==> src/rtl/gate_pkg.sv <==
// gate_pkg: shared state types and default timing for the gate motor path
package gate_pkg;
  localparam int DEF_DEAD_CYC = 4;
  localparam int DEF_TIMEOUT_CYC = 1000;
  typedef enum logic [4:0] {
    PARADO   = 5'b00001,
    ABRINDO  = 5'b00010,
    FECHANDO = 5'b00100,
    DEAD     = 5'b01000,
    FALHA    = 5'b10000
  } drv_state_t;
  typedef enum logic [2:0] {
    GS_FECHADO,
    GS_ABRINDO,
    GS_ABERTO,
    GS_FECHANDO,
    GS_PARADO
  } gate_state_t;
endpackage

==> src/rtl/gate_cycle_counter.sv <==
// gate_cycle_counter: clearable up-counter that saturates at MAX
module gate_cycle_counter #(
  parameter int W = 4,
  parameter int MAX = 10
) (
  input  logic         clk_i,
  input  logic         rst_i,
  input  logic         clr,
  output logic [W-1:0] cnt
);
  // count cycles in the current state, holding at MAX
  always_ff @(posedge clk_i or posedge rst_i)
    if (rst_i) cnt <= '0;
    else if (clr) cnt <= '0;
    else if (cnt != W'(MAX)) cnt <= cnt + 1'b1;
endmodule

==> src/rtl/gate_motor_driver.sv <==
// gate_motor_driver: motor enables with dead time, limit guards, timeout fault and obstacle stop
module gate_motor_driver
  import gate_pkg::*;
#(
  parameter int DEAD_CYC = DEF_DEAD_CYC,
  parameter int TIMEOUT_CYC = DEF_TIMEOUT_CYC
) (
  input  logic clk_i,
  input  logic rst_i,
  input  logic abrir_i,
  input  logic fechar_i,
  input  logic fca_i,
  input  logic fcc_i,
  input  logic obst_i,
  input  logic clr_falha_i,
  output logic mot_a_o,
  output logic mot_f_o,
  output logic falha_o,
  output logic obst_o
);
  localparam int CNT_W = $clog2(TIMEOUT_CYC + 1);
  localparam logic [CNT_W-1:0] T_LAST = CNT_W'(TIMEOUT_CYC - 1);
  localparam logic [CNT_W-1:0] D_LAST = CNT_W'(DEAD_CYC - 1);
  drv_state_t cs, ns;
  logic [CNT_W-1:0] cnt;
  logic req_a, req_f, obst_hit;
  assign req_a = abrir_i & ~fechar_i & ~fca_i;
  assign req_f = fechar_i & ~abrir_i & ~fcc_i;
  gate_cycle_counter #(.W(CNT_W), .MAX(TIMEOUT_CYC)) u_cnt (
    .clk_i(clk_i),
    .rst_i(rst_i),
    .clr(ns != cs),
    .cnt(cnt)
  );
  // state register plus the obstacle pulse marking the first dead cycle
  always_ff @(posedge clk_i or posedge rst_i)
    if (rst_i) begin
      cs <= PARADO;
      obst_o <= 1'b0;
    end else begin
      cs <= ns;
      obst_o <= obst_hit;
    end
  // next state: stops and reversals always pass through DEAD
  always_comb begin
    ns = cs;
    obst_hit = 1'b0;
    case (cs)
      PARADO:   ns = req_a ? ABRINDO : req_f ? FECHANDO : PARADO;
      ABRINDO:  ns = (fca_i | ~abrir_i | fechar_i) ? DEAD : (cnt == T_LAST) ? FALHA : ABRINDO;
      FECHANDO: begin
        obst_hit = obst_i;
        ns = (obst_i | fcc_i | ~fechar_i | abrir_i) ? DEAD : (cnt == T_LAST) ? FALHA : FECHANDO;
      end
      DEAD:     ns = (cnt != D_LAST) ? DEAD : req_a ? ABRINDO : req_f ? FECHANDO : PARADO;
      FALHA:    ns = clr_falha_i ? DEAD : FALHA;
      default:  ns = PARADO;
    endcase
  end
  assign mot_a_o = cs == ABRINDO;
  assign mot_f_o = cs == FECHANDO;
  assign falha_o = cs == FALHA;
endmodule

==> config.mk <==
export PLATFORM = sky130hd
export DESIGN_NAME = gate_motor_driver
export DESIGN_NICKNAME = d
export VERILOG_FILES = /design/src/rtl/gate_pkg.sv /design/src/rtl/gate_cycle_counter.sv /design/src/rtl/gate_motor_driver.sv
export SDC_FILE = /design/constraint.sdc
export NUM_CORES = 1
export LEC_CHECK = 0
export ABC_AREA = 1
export CORE_MARGIN = 2
export CORE_UTILIZATION = 50
export DETAILED_ROUTE_END_ITERATION = 16
export PLACE_DENSITY = 0.71
export SLEW_MARGIN = 10
export SYNTH_ARGS = -nofsm -noshare
export SYNTH_HDL_FRONTEND = slang
export SYNTH_SLANG_ARGS = --single-unit
==> constraint.sdc <==
create_clock -name clk_i -period 1.6 [get_ports clk_i]
set_input_delay 0.32 -clock clk_i [delete_from_list [all_inputs] [get_ports clk_i]]
set_output_delay 0.32 -clock clk_i [all_outputs]
set_load 0.005 [all_outputs]
==> results of run 1 <==
registers in the layout (all words and copies together) (netlist names):
register and cells:
cs 5, obst_o 1, u_cnt.cnt 10
cells by family (layout without fill, tap and decap cells):
group,count (synthesis),count (layout),share of synthesized area
and+or+nand+nor,100,101,0.473
buffers and inverters,29,74,0.0912
DFF,16,16,0.329
xor gates and xnor gates,8,8,0.0574
AOI/OAI and AO/OA,7,7,0.0287
adders and majority gates,2,2,0.0205
power groups by stage:
stage / sequential [uW] / clock, uW / combinational [uW]
final: 514 / 229 / 1100
after CTS: 514 / 237 / 999
after detailed placement: 520 / 0 / 743
after global placement: 517 / 0 / 727
after global routing: 519 / 250 / 1190
after floorplan: 509 / 0 / 544
through the flow:
| stage | std cells | setup WS, ns | setup TNS [ns] |
|---|---|---|---|
| 3_3_place_gp | 215 | -0.302 | -2.98 |
| 4_1_cts | 232 | -0.150 | -1.47 |
| 5_1_grt | 236 | -0.247 | -2.43 |
| 2_1_floorplan | 162 | 0.120 | 0 |
| 6_report | 236 | -0.147 | -1.32 |
| 3_5_place_dp | 215 | -0.353 | -3.55 |
worst max path at each step:
stage / cells past startpoint / end / slack, ns / start
after detailed placement: 13 / u_cnt.cnt[6]$_DFFE_PP0P_ / -0.35 / abrir_i
after global routing: 10 / u_cnt.cnt[6]$_DFFE_PP0P_ / -0.25 / cs[0]$_DFF_PP1_
final: 11 / u_cnt.cnt[6]$_DFFE_PP0P_ / -0.15 / cs[1]$_DFF_PP0_
after floorplan: 10 / u_cnt.cnt[0]$_DFFE_PP0P_ / 0.12 / cs[0]$_DFF_PP1_
after global placement: 13 / u_cnt.cnt[6]$_DFFE_PP0P_ / -0.30 / abrir_i
after CTS: 11 / u_cnt.cnt[6]$_DFFE_PP0P_ / -0.15 / cs[0]$_DFF_PP1_
timing repair:
action | in CTS | in global routing
setup endpoints to repair | 13 | 13
gates cloned | 1 | 0
resized for setup | 32 | 15
pin swaps | 18 | 9
setup buffers | 12 | 4
worst register-to-register path: cells and delay by family, from the launching register on:
| family | cells | cell delay (ns) |
|---|---|---|
| buffers and inverters | 3 | 0.30 |
| flip-flops | 1 | 0.41 |
| AND/OR/NAND/NOR | 8 | 0.98 |
layer usage:
layer | track usage | part of all wire
met1 | 0.259 | 0.41
met2 | 0.453 | 0.54
met3 | 0.0198 | 0.026
met4 | 0.115 | 0.025
met5 | 0 | 0
area by class of cell:
cell class	count	area, um2	share of cell area
Multi-Input combinational cell	118	800	0.457
Timing Repair Buffer	41	363	0.207
Sequential cell	16	404	0.231
Inverter	29	121	0.0694
Tap cell	28	35.0	0.0200
Clock buffer	4	26.3	0.0150
cells in the final DEF (no fill, tap or decap), types with 2 or more instances in the layout:
cell type / n
sky130_fd_sc_hd__nand3_2: 10
sky130_fd_sc_hd__nor3_1: 3
sky130_fd_sc_hd__inv_4: 2
sky130_fd_sc_hd__nand4_1: 7
sky130_fd_sc_hd__nor2_8: 2
sky130_fd_sc_hd__nand3_1: 6
sky130_fd_sc_hd__dfrtp_2: 2
sky130_fd_sc_hd__buf_4: 22
sky130_fd_sc_hd__inv_1: 21
sky130_fd_sc_hd__dfrtp_1: 13
sky130_fd_sc_hd__o21ai_0: 3
sky130_fd_sc_hd__xor2_1: 8
sky130_fd_sc_hd__nor2_4: 7
sky130_fd_sc_hd__clkbuf_4: 3
sky130_fd_sc_hd__clkdlybuf4s50_1: 8
sky130_fd_sc_hd__nand2_2: 8
sky130_fd_sc_hd__nor2_2: 10
sky130_fd_sc_hd__nand2_4: 2
sky130_fd_sc_hd__inv_2: 4
sky130_fd_sc_hd__buf_6: 10
sky130_fd_sc_hd__nor2_1: 17
sky130_fd_sc_hd__nand3_4: 3
sky130_fd_sc_hd__nand2_1: 25
==> run summary, run 1 <==
- register — nature of the critical path startpoint
- 11 — Worst Reg-to-Reg Cells
- 572 MHz — highest clock frequency the design can meet
- sky130_fd_sc_hd__nand2_1, sky130_fd_sc_hd__inv_1, sky130_fd_sc_hd__nor2_1 — list of most frequent post-synthesis cells
- 11 — maximum number of pins on one net before global-route repair
- 0.776 — Final Util
- 53.4 um — height of the chip
- 0 — Hold-fix buffers, CTS
- 0 — EDFF count, synth
- sky130_fd_sc_hd__dfrtp_1 — cell at the slowest stage of the critical path
- 1220 um2 — netlist area before placement
- 0 — DRC
- 1 — maximum level of the CTS H-tree
- 168 — number of inserted filler cells in the final layout
- 0.596 — part of the total power dissipated in combinational logic
- 0.00197 ns — worst setup skew after layout
- 0.000864 uW — Leak Pwr
- 0.798 — relative slew slack
- 1.09 — final critical-path share of the clock period
- 3 — Buf/Inv on CP
- 0.542 — initial core utilization
- 2100 um — total half-perimeter wirelength after legalization and detailed placement
- 0 — max-slew violations
- 0.438 — fraction of final layout cells with drive strength greater than 1
- 4890 um — global-route wire length before repair
- sky130_fd_sc_hd__clkbuf_4 — clock root buffer
- register — kind of end point of the critical path
- 1750 um2 — final non-filler cell area
- 1040 uW — P_int
- 0 — Final Hold Vio Count
- 1.83 ns — data required time at the worst endpoint
- 0 — number of maximum-capacitance constraint violations
- 0.238 — overall global routing resource usage
- 0 — yosys synthesis warning count
- 2850 um2 — DIE AREA
- 0.329 — portion of the post-synthesis area used by sequential elements
- sky130_fd_sc_hd__dfrtp_1 — primary flip-flop cell chosen by synthesis mapping
- 1.75 ns — Final min period
- sky130_fd_sc_hd__dfrtp_1 — cell type with the highest aggregate area in the netlist
- 17 — number of core rows
- cs[1]$_DFF_PP0_ — critical register-to-register path startpoint
- 172 — number of nets in the synthesized netlist
- u_cnt.cnt[6]$_DFFE_PP0P_ — critical register-to-register path endpoint
- 0.433 — Sw Ratio
- 5 — CP max FO
- 0.307 — share of the synthesized area in the top cell type
- finished with violations — outcome
- done — TritonCTS clock tree
- 2250 um2 — core area
- 2 — buffer depth of the longest clock path
- 43.2% — Area growth, synth to finish
- 0.00104 V — largest vdd supply drop
- 23 — number of different library cells in the post-synthesis netlist
- register to register — kind of critical path
- 53.4 um — Die X
- 3 — clock buffers created by TritonCTS
- 1470 um2 — Placement Cell Area
- sky130_fd_sc_hd__nand2_1 — most frequently used cell type in the post-synthesis netlist
- 12.4 um — average routed wire per standard cell
- sky130_fd_sc_hd__dfrtp_1, sky130_fd_sc_hd__nand2_1, sky130_fd_sc_hd__inv_1 — largest cells by area after synthesis
- 1840 uW — Pwr Total
- simple AND/OR/NAND/NOR gates — gate family responsible for the most delay along the worst path
- 0.301 ns — worst-margin pin slew
- 0 — number of nets with antenna violations after routing
- 4 — First-pass DRT Iterations
- 11 — number of buffers inserted by port buffering
- 797 uW — Switch Pwr
- 23 — number of DRC markers in iteration 0
- 1.00 — fraction of registers with async set/reset
- true — setup repair after global routing missed its margin
- 7.54 um2 — mean cell area of the mapped netlist
- 0.41 ns — delay of the slowest critical-path stage
- 1.98 ns — Worst EP arrival
- 0.10 ns — clock slew at reported path FFs
- 0.279 — portion of total power attributed to sequential cells
- 162 — cell count after synthesis
- 0 — leftover overflow at the end of global routing
- -0.15 ns — setup slack, reg-to-reg
- -0.147 ns — post-route setup slack
- 5.11 — via/cell ratio
- 16 — clock sink count
- 0.882 — routability congestion estimate
- 0 — count of inserted antenna diode cells
- input port to async pin — path type of the worst min-delay path
- 0 — antenna violations before repair
- 1205 — Vias
- negative setup slack — failing checks
- 0.125 — clock share of power
- 219 — Net count, final
- 12 — number of setup violations in the final report
- 2920 um — final routed wirelength across all metal layers
- buf_6, nor2_4, buf_6, inv_8, nor2_4, nand4_1, nand4_1, nand2_2, nor2_4, nand2_4, nor2_2 — cell-by-cell trace of the critical path
- sky130_fd_sc_hd__nor2_4 — Critical Path Most Common Cell
- 12 — count of pins on the block boundary
- 1050 nW/um2 — power density over the cells
- 1173 — number of global-route vias before repair
- 16 — flop and latch count out of synthesis
- 0.29 ns — worst-skew pair later-pin latency
- 0.308 ns — tightest hold margin
Note: power is estimated with default switching activity, not from simulation.
==> run 2, diff against run 1 <==
--- a/config.mk
+++ b/config.mk
@@ -7,4 +7,5 @@
 export LEC_CHECK = 0
 export ABC_AREA = 1
+export CAP_MARGIN = 10
 export CORE_MARGIN = 2
 export CORE_UTILIZATION = 50
==> constraint.sdc (replaced) <==
create_clock -name clk_i -period 1.6 [get_ports clk_i]
set_input_delay 0.32 -clock clk_i [delete_from_list [all_inputs] [get_ports clk_i]]
set_output_delay 0.32 -clock clk_i [all_outputs]
set_load 0.1 [all_outputs]
==> run 2 against run 1 <==
Net effect:
- the run still ends with negative setup slack left
- flip-flop and latch count stayed put
- critical endpoint is now mot_a_o
- largest cell class unchanged
- count of clock-buffer cells in the layout did not move
- highest routed layer unchanged
- hold slack lost 0.0065 ns
- register-to-register slack better by 0.02 ns
- non-clock buffer count is 7 lower
- core utilization down 1.2 points
==> run summary, run 2 (synthesis results as in run 1) <==
- 3030 um — final routed wirelength across all metal layers
- 2 — buffer depth of the longest clock path
- u_cnt.cnt[2]$_DFFE_PP0P_ — critical register-to-register path endpoint
- sky130_fd_sc_hd__clkbuf_4 — clock root buffer
- 16 — clock sink count
- 13 — number of setup violations in the final report
- 0 — max-slew violations
- 0.796 — relative slew slack
- 5 — CP max FO
- input port to async pin — path type of the worst min-delay path
- 0.000977 ns — worst setup skew after layout
- 0.459 — Sw Ratio
- u_cnt.cnt x10, cs x5, obst_o x1 — top flop regs
- 21 — number of DRC markers in iteration 0
- finished with violations — outcome
- 1.76 ns — Final min period
- 0.290 — portion of total power attributed to sequential cells
- 53.4 um — Die X
- u_cnt.cnt — largest register by flop count
- 0 — count of inserted antenna diode cells
- true — setup repair after global routing missed its margin
- sky130_fd_sc_hd__nand2_1, sky130_fd_sc_hd__inv_1, sky130_fd_sc_hd__buf_4 — top library cells by usage in the layout, fill and taps aside
- 11 — Worst Reg-to-Reg Cells
- 0 — DRC
- 2180 um — total half-perimeter wirelength after legalization and detailed placement
- 0.581 — part of the total power dissipated in combinational logic
- -0.162 ns — post-route setup slack
- 0 — antenna violations before repair
- 17 — number of core rows
- 12 — count of pins on the block boundary
- 0.252 — overall global routing resource usage
- 1.44 ns — Worst EP arrival
- 0.29 ns — worst-skew pair later-pin latency
- 0 — leftover overflow at the end of global routing
- cs[2]$_DFF_PP0_ — launch point of the critical path
- 568 MHz — highest clock frequency the design can meet
- 0.09 ns — clock slew at reported path FFs
- 965 uW — P_int
- 1210 — number of global-route vias before repair
- 0.000818 uW — Leak Pwr
- -0.13 ns — setup slack, reg-to-reg
- -0.392 ns — worst slack at placement
- cs[2]$_DFF_PP0_ — critical register-to-register path startpoint
- 2850 um2 — DIE AREA
- 11 — maximum number of pins on one net before global-route repair
- 1040 nW/um2 — power density over the cells
- 0 — number of nets with antenna violations after routing
- 0 — Final Hold Vio Count
- 53.4 um — height of the chip
- register to output pin — kind of critical path
- 10 — flip-flop count of the largest register after layout
- 1187 — Vias
- 0.000992 V — largest vdd supply drop
- 0.301 ns — tightest hold margin
- 2250 um2 — core area
- 41.1% — Area growth, synth to finish
- 0 — Hold-fix buffers, CTS
- 1.10 — final critical-path share of the clock period
- 3 — clock buffers created by TritonCTS
- 0.438 — fraction of final layout cells with drive strength greater than 1
- 6 — First-pass DRT Iterations
- 5.18 — via/cell ratio
- 1.28 ns — data required time at the worst endpoint
- 0.303 ns — worst-margin pin slew
- sky130_fd_sc_hd__nand2_1 — commonest non-fill, non-tap cell in the layout
- register — nature of the critical path startpoint
- 0.874 — routability congestion estimate
- done — TritonCTS clock tree
- 0 — number of maximum-capacitance constraint violations
- 11 — number of buffers inserted by port buffering
- negative setup slack — failing checks
- 819 uW — Switch Pwr
- 5110 um — global-route wire length before repair
- 13.2 um — average routed wire per standard cell
- 1 — maximum level of the CTS H-tree
- 176 — number of inserted filler cells in the final layout
- output pin — kind of end point of the critical path
- 0.129 — clock share of power
- 0.542 — initial core utilization
- 212 — Net count, final
run 2: area by class of cell:
class | instances | area, um2 | share of cell area
Timing Repair Buffer | 34 | 338 | 0.196
Clock buffer | 4 | 26.3 | 0.0153
Inverter | 29 | 120 | 0.0697
Multi-Input combinational cell | 118 | 800 | 0.464
Tap cell | 28 | 35.0 | 0.0203
Sequential cell | 16 | 404 | 0.235
run 2: how the worst max path moves through the flow:
stage	end	slack [ns]	cells after the start
floorplan	u_cnt.cnt[0]$_DFFE_PP0P_	-0.16	11
global placement	u_cnt.cnt[2]$_DFFE_PP0P_	-0.32	11
detailed placement	u_cnt.cnt[3]$_DFFE_PP0P_	-0.39	11
CTS	mot_f_o	-0.14	5
global route	u_cnt.cnt[0]$_DFFE_PP0P_	-0.23	13
finish	mot_a_o	-0.16	5
run 2: worst max-delay path, cell delays in order (launching register included):
cell                      delay [ns]
sky130_fd_sc_hd__dfrtp_2        0.46
sky130_fd_sc_hd__nor2_4         0.18
sky130_fd_sc_hd__inv_4          0.07
sky130_fd_sc_hd__nor2_8         0.16
sky130_fd_sc_hd__buf_6          0.12
sky130_fd_sc_hd__buf_12         0.16
run 2: power by group through the flow:
stage,sequential [uW],clock (uW),combinational (uW)
2_1_floorplan,516,0,585
3_3_place_gp,517,0,778
3_5_place_dp,520,0,800
4_1_cts,512,235,894
5_1_grt,524,251,1120
6_report,517,230,1040
run 2: timing repair:
| action | 4_1_cts | 5_1_grt |
|---|---|---|
| resized for setup | 15 | 14 |
| buffers inserted | 4 | 4 |
| endpoints found under the setup margin | 13 | 13 |
| cloned | 1 | 0 |
| pin swaps | 7 | 7 |
run 2: routing by layer:
metal / global-route usage / vias up / wire [um]
met5: 0 / - / 0
met4: 0.115 / 0 / 114
met3: 0.0254 / 15 / 90
met2: 0.492 / 32 / 1640
met1: 0.262 / 552 / 1190
li1: - / 588 / -
run 2: per-stage QoR:
stage	cell area [um2]	power [uW]	util	std cells	TNS, ns
2_1_floorplan	1240	1100	-	162	-1.60
3_3_place_gp	1540	1300	0.683	216	-3.18
3_5_place_dp	1540	1320	0.683	216	-3.77
4_1_cts	1650	1640	0.731	225	-1.11
5_1_grt	1720	1890	0.764	229	-2.68
6_report	1720	1780	0.764	229	-1.49
